$ cat config.mk
export PLATFORM = sky130hd
export DESIGN_NAME = serial_nibble_comparator_ctrl
export DESIGN_NICKNAME = d
export VERILOG_FILES = /design/src/rtl/serial_nibble_comparator_ctrl.sv
export SDC_FILE = /design/constraint.sdc
export NUM_CORES = 1
export LEC_CHECK = 0
export CAP_MARGIN = 10
export CORE_AREA = 4 4 71 73
export CTS_BUF_LIST = sky130_fd_sc_hd__clkbuf_8 sky130_fd_sc_hd__clkbuf_16
export CTS_CLUSTER_DIAMETER = 30
export CTS_CLUSTER_SIZE = 40
export DETAILED_ROUTE_END_ITERATION = 8
export DIE_AREA = 0 0 75 77
export PLACE_DENSITY = 0.86
export SLEW_MARGIN = 20
export SYNTH_ARGS = -nofsm -noshare
export SYNTH_HDL_FRONTEND = slang
export SYNTH_HIERARCHICAL = 1
export SYNTH_SLANG_ARGS = --single-unit
$ cat constraint.sdc
create_clock -name i_CLK -period 3.5 [get_ports i_CLK]
set_input_delay 0.525 -clock i_CLK [delete_from_list [all_inputs] [get_ports i_CLK]]
set_output_delay 0.525 -clock i_CLK [all_outputs]
set_load 0.03 [all_outputs]
$ cat src/rtl/serial_nibble_comparator_ctrl.sv
// ---------------------------------------------------------------------------
// serial_nibble_comparator_ctrl
//
// Purpose:
//   Compares two wide unsigned operands by stepping one shared 4-bit
//   comparator across them, one nibble per cycle, starting at the most
//   significant nibble. The walk stops at the first nibble that differs.
//   The GT/LT/EQ verdict and the number of nibbles examined are returned
//   through a valid/ready result port.
//
// Ports:
//   i_CLK           clock, rising edge
//   i_RST           synchronous active-high reset
//   i_START_VALID   operand pair on i_OPERAND_A/B is valid
//   o_START_READY   block can accept a new operand pair (IDLE only)
//   i_OPERAND_A/B   unsigned operands, 4*NIBBLES bits wide
//   o_RESULT_VALID  result outputs are valid (DONE only)
//   i_RESULT_READY  consumer accepts the result
//   o_GT/o_LT/o_EQ  verdict flags, all zero while o_RESULT_VALID is low
//   o_NIBBLES_USED  nibbles examined before the decision (1..NIBBLES)
//   o_BUSY          high in CMP or DONE
//   o_DBG_STATE     current FSM state, for observation only
//
// Handshake: on both ports a transfer happens on a rising edge where valid
// and ready are both high. Only one operation is in flight; start requests
// while busy are dropped, not queued. Operands are captured only on the
// accept edge, and result outputs are held constant while stalled.
// ---------------------------------------------------------------------------

module four_bit_comparator (
    input  logic [3:0] a_i,
    input  logic [3:0] b_i,
    output logic       gt_o,
    output logic       lt_o,
    output logic       eq_o
);
    assign gt_o = (a_i > b_i);
    assign lt_o = (a_i < b_i);
    assign eq_o = (a_i == b_i);
endmodule

module serial_nibble_comparator_ctrl #(
    parameter int NIBBLES = 4
) (
    input  logic                           i_CLK,
    input  logic                           i_RST,
    input  logic                           i_START_VALID,
    output logic                           o_START_READY,
    input  logic [4*NIBBLES-1:0]           i_OPERAND_A,
    input  logic [4*NIBBLES-1:0]           i_OPERAND_B,
    output logic                           o_RESULT_VALID,
    input  logic                           i_RESULT_READY,
    output logic                           o_GT,
    output logic                           o_LT,
    output logic                           o_EQ,
    output logic [$clog2(NIBBLES+1)-1:0]   o_NIBBLES_USED,
    output logic                           o_BUSY,
    output logic [1:0]                     o_DBG_STATE
);
    localparam int W    = 4 * NIBBLES;
    localparam int IDXW = (NIBBLES > 1) ? $clog2(NIBBLES) : 1;
    localparam int CW   = $clog2(NIBBLES + 1);

    typedef enum logic [1:0] {
        S_IDLE = 2'd0,
        S_CMP  = 2'd1,
        S_DONE = 2'd2
    } state_t;

    state_t          state_q, state_d;
    logic [W-1:0]    a_q, a_d;
    logic [W-1:0]    b_q, b_d;
    logic [IDXW-1:0] idx_q, idx_d;
    logic [CW-1:0]   cnt_q, cnt_d;
    logic            gt_q, gt_d;
    logic            lt_q, lt_d;
    logic            eq_q, eq_d;

    // Shared comparator datapath; inputs are forced to zero outside CMP.
    logic [3:0] cmp_a, cmp_b;
    logic       cmp_gt, cmp_lt, cmp_eq;

    four_bit_comparator u_cmp (
        .a_i  (cmp_a),
        .b_i  (cmp_b),
        .gt_o (cmp_gt),
        .lt_o (cmp_lt),
        .eq_o (cmp_eq)
    );

    always_ff @(posedge i_CLK) begin
        if (i_RST) begin
            state_q <= S_IDLE;
            a_q     <= '0;
            b_q     <= '0;
            idx_q   <= '0;
            cnt_q   <= '0;
            gt_q    <= 1'b0;
            lt_q    <= 1'b0;
            eq_q    <= 1'b0;
        end else begin
            state_q <= state_d;
            a_q     <= a_d;
            b_q     <= b_d;
            idx_q   <= idx_d;
            cnt_q   <= cnt_d;
            gt_q    <= gt_d;
            lt_q    <= lt_d;
            eq_q    <= eq_d;
        end
    end

    always_comb begin
        state_d = state_q;
        a_d     = a_q;
        b_d     = b_q;
        idx_d   = idx_q;
        cnt_d   = cnt_q;
        gt_d    = gt_q;
        lt_d    = lt_q;
        eq_d    = eq_q;
        cmp_a   = 4'h0;
        cmp_b   = 4'h0;

        case (state_q)
            S_IDLE: begin
                if (i_START_VALID) begin
                    a_d     = i_OPERAND_A;
                    b_d     = i_OPERAND_B;
                    idx_d   = IDXW'(NIBBLES - 1);
                    cnt_d   = '0;
                    state_d = S_CMP;
                end
            end

            S_CMP: begin
                // {idx,2'b00} is 4*idx: bit offset of the current nibble.
                cmp_a = a_q[{idx_q, 2'b00} +: 4];
                cmp_b = b_q[{idx_q, 2'b00} +: 4];
                cnt_d = cnt_q + CW'(1);
                if (cmp_gt) begin
                    gt_d    = 1'b1;
                    state_d = S_DONE;
                end else if (cmp_lt) begin
                    lt_d    = 1'b1;
                    state_d = S_DONE;
                end else if (cmp_eq) begin
                    if (idx_q == '0) begin
                        eq_d    = 1'b1;
                        state_d = S_DONE;
                    end else begin
                        idx_d = idx_q - IDXW'(1);
                    end
                end
            end

            S_DONE: begin
                // A start request in this same cycle is not seen: ready is low.
                if (i_RESULT_READY) begin
                    gt_d    = 1'b0;
                    lt_d    = 1'b0;
                    eq_d    = 1'b0;
                    cnt_d   = '0;
                    state_d = S_IDLE;
                end
            end

            default: begin
                state_d = S_IDLE;
            end
        endcase
    end

    assign o_START_READY  = (state_q == S_IDLE);
    assign o_RESULT_VALID = (state_q == S_DONE);
    assign o_BUSY         = (state_q == S_CMP) || (state_q == S_DONE);
    assign o_GT           = gt_q;
    assign o_LT           = lt_q;
    assign o_EQ           = eq_q;
    assign o_NIBBLES_USED = cnt_q;
    assign o_DBG_STATE    = state_q;

endmodule

==> results by stage <==
Die:
- Row generation in the floorplan step produced 24 rows.
- The number of ports placed on the die boundary is 47.
- The region available for standard cell placement spans 0.00435 mm².
- The die height is 77 µm.
- The die covers 0.00578 mm².
- The horizontal extent of the die is 75 µm.
- For this configuration, the core starts out at a cell density of 0.494.

Drt:
- The detailed router finished its first iteration with 122 violations.
- In the routed design, unresolved DRC markers number 0.
- The final wirelength is 4720 µm.
- The number of iterations in the first detailed-routing pass is 6.
- In this run the remaining antenna-violating nets after routing total 0.
- In the final routed layout, each cell accounts on average for 13.7 µm.
- The total via count after detailed routing is 1813.
- After detailed routing, the number of vias per cell comes to 5.27.

Placement:
- During placement, the flow inserted port buffers numbering 46.
- The total cell area at the placement stage is 0.00261 mm².
- The detailed placer's ending HPWL is 3370 µm.
- In this run, placement finished with an instance count of 336.
- Routability-driven placement finished with a final weighted congestion of 0.772.

Timing:
- The count of pins over their slew limit is 0.
- The final period utilization is 0.898.
- The maximum operating frequency is 318 MHz.
- The clock period minus worst slack is 3.14 ns.
- Setup total negative slack on the finished layout was measured at 0 ns.
- Setup violations remaining at the end of the flow were counted as 0.
- Setup repair after global routing left no endpoint under its margin.
- The transition time at the pin with the least slew margin is 1.00 ns.
- The hold violation count in the final report was 0.
- Measured against its own limit, the worst slew margin works out to 0.332.
- Across the routed clock network, the largest skew measured is 0.00639 ns.

Setup path:
- The critical path arrival is 3.30 ns.
- Of all nets on the critical path, the largest fanout is 10.
- The startpoint identified for the worst register-to-register timing path is idx_q[1].
- STA classifies the critical path startpoint as a flip-flop.
- The critical path startpoint is idx_q[1].
- The worst setup path is captured at a flip-flop.
- Setup slack on the worst reg-to-reg path comes out at 0.36 ns.
- The worst setup path is of the flip-flop to flip-flop kind.
- The data required time at the worst endpoint is 3.66 ns.
- The endpoint identified for the worst register-to-register timing path is idx_q[0].
- The end point of the critical path is idx_q[0].
- Counting cells, the worst reg-to-reg path comes to 10.

GRT:
- The number of global-route vias before repair is 1779.
- The maximum number of pins on one net before global-route repair is 33.
- Global routing finished with a remaining overflow of 0.
- The overall fraction of global-route tracks in use is 0.178.
- The initial antenna violation count is 0.
- The global-route wire length before repair is 8070 µm.

Clocking:
- After clock tree synthesis, the clock-pin slew on the worst setup and hold paths is 0.08 ns.
- The H-tree was split into 2 levels.
- In this run, CTS created clock tree buffers numbering 5.
- The number of hold buffers added after CTS was 0.
- The worst-case clock buffer depth is 2.
- The clock latency at the later pin of the worst-skew pair is 0.30 ns.
- The number of setup buffers added after CTS is 0.
- The root buffer selected by CTS is clkbuf_8.
- The number of gates resized after cts is 0.
- Counting every sink on the clock net gives 42.
- TritonCTS built the clock tree.

Logic synthesis:
- The proportion of synthesized flip-flops having asynchronous set or reset is 0.
- Counting instances in the post-synthesis netlist gives the leading cell types as nand2_1, dfxtp_1, a21oi_1.
- The synthesized netlist occupies a cell area of 0.00215 mm².
- The gate count of the mapped netlist is 253.
- Synthesis inferred 42 register bits.
- Ranked by total cell area, the synthesized netlist is headed by dfxtp_1, nand2_1, a21oi_1.
- The synthesized design spends more area on one cell type than any other, namely dfxtp_1.
- The number of nets in the synthesized netlist is 302.
- The sequential cell area fraction in the yosys report is 0.391.
- The Yosys step of the flow raised 6 warnings.
- The synthesized design contains 0 enable-type register cells.
- In the synthesized netlist the dominant register cell turns out to be dfxtp_1.
- After synthesis, the netlist uses 35 different library cells.
- The most repeated cell in the gate-level netlist after synthesis is nand2_1.
- Of the post-synthesis cell area, the dominant cell type holds 0.391.
- The average footprint of a synthesized cell is 8.51 µm².

Power and ir drop:
- The sequential cell fraction of total power is 0.324.
- The analysis attributes to net switching a power of 0.000792 W.
- The ratio of total power to cell area is 765 mW/mm².
- The final total power is 0.00211 W.
- The internal portion of the total power is 0.00132 W.
- Of the total power, the clock network draws 0.224.
- For this design the static power due to leakage is 1.07 nW.
- The worst ir drop on vdd is 0.000414 V.
- The fraction of power spent switching nets is 0.376.
- The combinational power share is 0.452.

Status:
- The run finished with clean final reports.

Cells and area:
- Of the cells placed in the final design, the portion with a size suffix greater than 1 is 0.0959.
- The finished layout holds 344 standard cells, fillers aside.
- The final layout net count is 340.
- The synthesis-to-finish area growth is 28.1%.
- Fill cells in the final layout number 349.
- The post-route core utilization is 0.633.
- Summing all non-filler instances in the final layout gives an area of 0.00276 mm².
- The repair_antennas step left the layout with diodes totalling 0.

Worst hold path:
- The class of the tightest hold or removal check is flip-flop to flip-flop.

Run:
- The reported max-cap violation count is 0.
==> placed cells by master (no fill, tap or decap), types with 4 or more instances in the layout <==
master	Yosys	routed
a21oi_1	40	40
and2_1	10	10
clkbuf_8	0	6
clkdlybuf4s50_1	0	46
dfxtp_1	42	42
ha_1	13	13
inv_1	10	10
mux2i_1	4	4
mux4_2	8	8
nand2_1	69	69
nor2_1	12	12
==> layer usage <==
metal  part of all wire  routed length, µm  global-route usage  vias up
met4              0.021                100              0.0712        0
met3              0.036                172              0.0431       11
li1                   -                  -                   -      925
met5                  0                  0                   0        -
met2               0.51               2400               0.296       37
met1               0.43               2050               0.214      840
==> state kept, by name (all words and copies together), names as in the netlist <==
| signal | count |
|---|---|
| o_LT | 1 |
| b_q | 16 |
| o_DBG_STATE | 2 |
| idx_q | 2 |
| o_EQ | 1 |
| a_q | 16 |
| o_NIBBLES_USED | 3 |
| o_GT | 1 |
==> through the flow <==
step | setup slack, ns | hold slack (ns)
finish | 0.357 | 0.461
global placement | 0.478 | 0.440
detailed placement | 0.378 | 0.444
CTS | 0.344 | 0.460
global route | 0.171 | 0.483
floorplan | 0.624 | 0.433
==> power groups by stage <==
stage / sequential [W] / clock (W) / combinational, W
after CTS: 0.000686 / 0.000480 / 0.000961
after floorplan: 0.000694 / 0 / 0.000700
final: 0.000683 / 0.000471 / 0.000954
after global placement: 0.000691 / 0 / 0.000910
after detailed placement: 0.000697 / 0 / 0.000944
after global routing: 0.000703 / 0.000500 / 0.00106
==> worst min-delay path by stage <==
stage / end / from / cells after the start
finish: a_q[0] / a_q[0] / 2
global route: a_q[5] / a_q[5] / 2
CTS: a_q[9] / a_q[9] / 2
detailed placement: b_q[11] / b_q[11] / 2
global placement: b_q[11] / b_q[11] / 2
floorplan: a_q[4] / a_q[4] / 2
==> final cells by class <==
| class | instances | area [µm²] | share of cell area |
|---|---|---|---|
| inverter | 10 | 37.5 | 0.0136 |
| multi-input combinational | 184 | 1190 | 0.434 |
| timing repair buffer | 48 | 475 | 0.172 |
| tap | 52 | 65.1 | 0.0236 |
| clock buffer | 6 | 82.6 | 0.0300 |
| sequential | 42 | 841 | 0.305 |
| clock inverter | 2 | 60.1 | 0.0218 |
==> kinds of logic (layout without fill, tap and decap cells) <==
group,count (synthesis),in the layout,share of synthesized area
multiplexers,12,12,0.102
flip-flops,42,42,0.391
AO/OA/AOI/OAI,53,53,0.146
adder cells (fa/ha/maj),13,13,0.0756
buffers and inverters,27,66,0.0541
AND/OR/NAND/NOR,106,106,0.231
==> worst max-delay path, stage by stage (launching register included) <==
cell	delay, ns
dfxtp_1	0.63
mux4_2	0.56
and2_1	0.17
ha_1	0.30
nor2b_4	0.18
o21bai_4	0.07
and2_1	0.19
or3b_1	0.42
a21oi_2	0.21
and4b_1	0.23
nor3_2	0.04
Power figures use the tool's default switching activity.
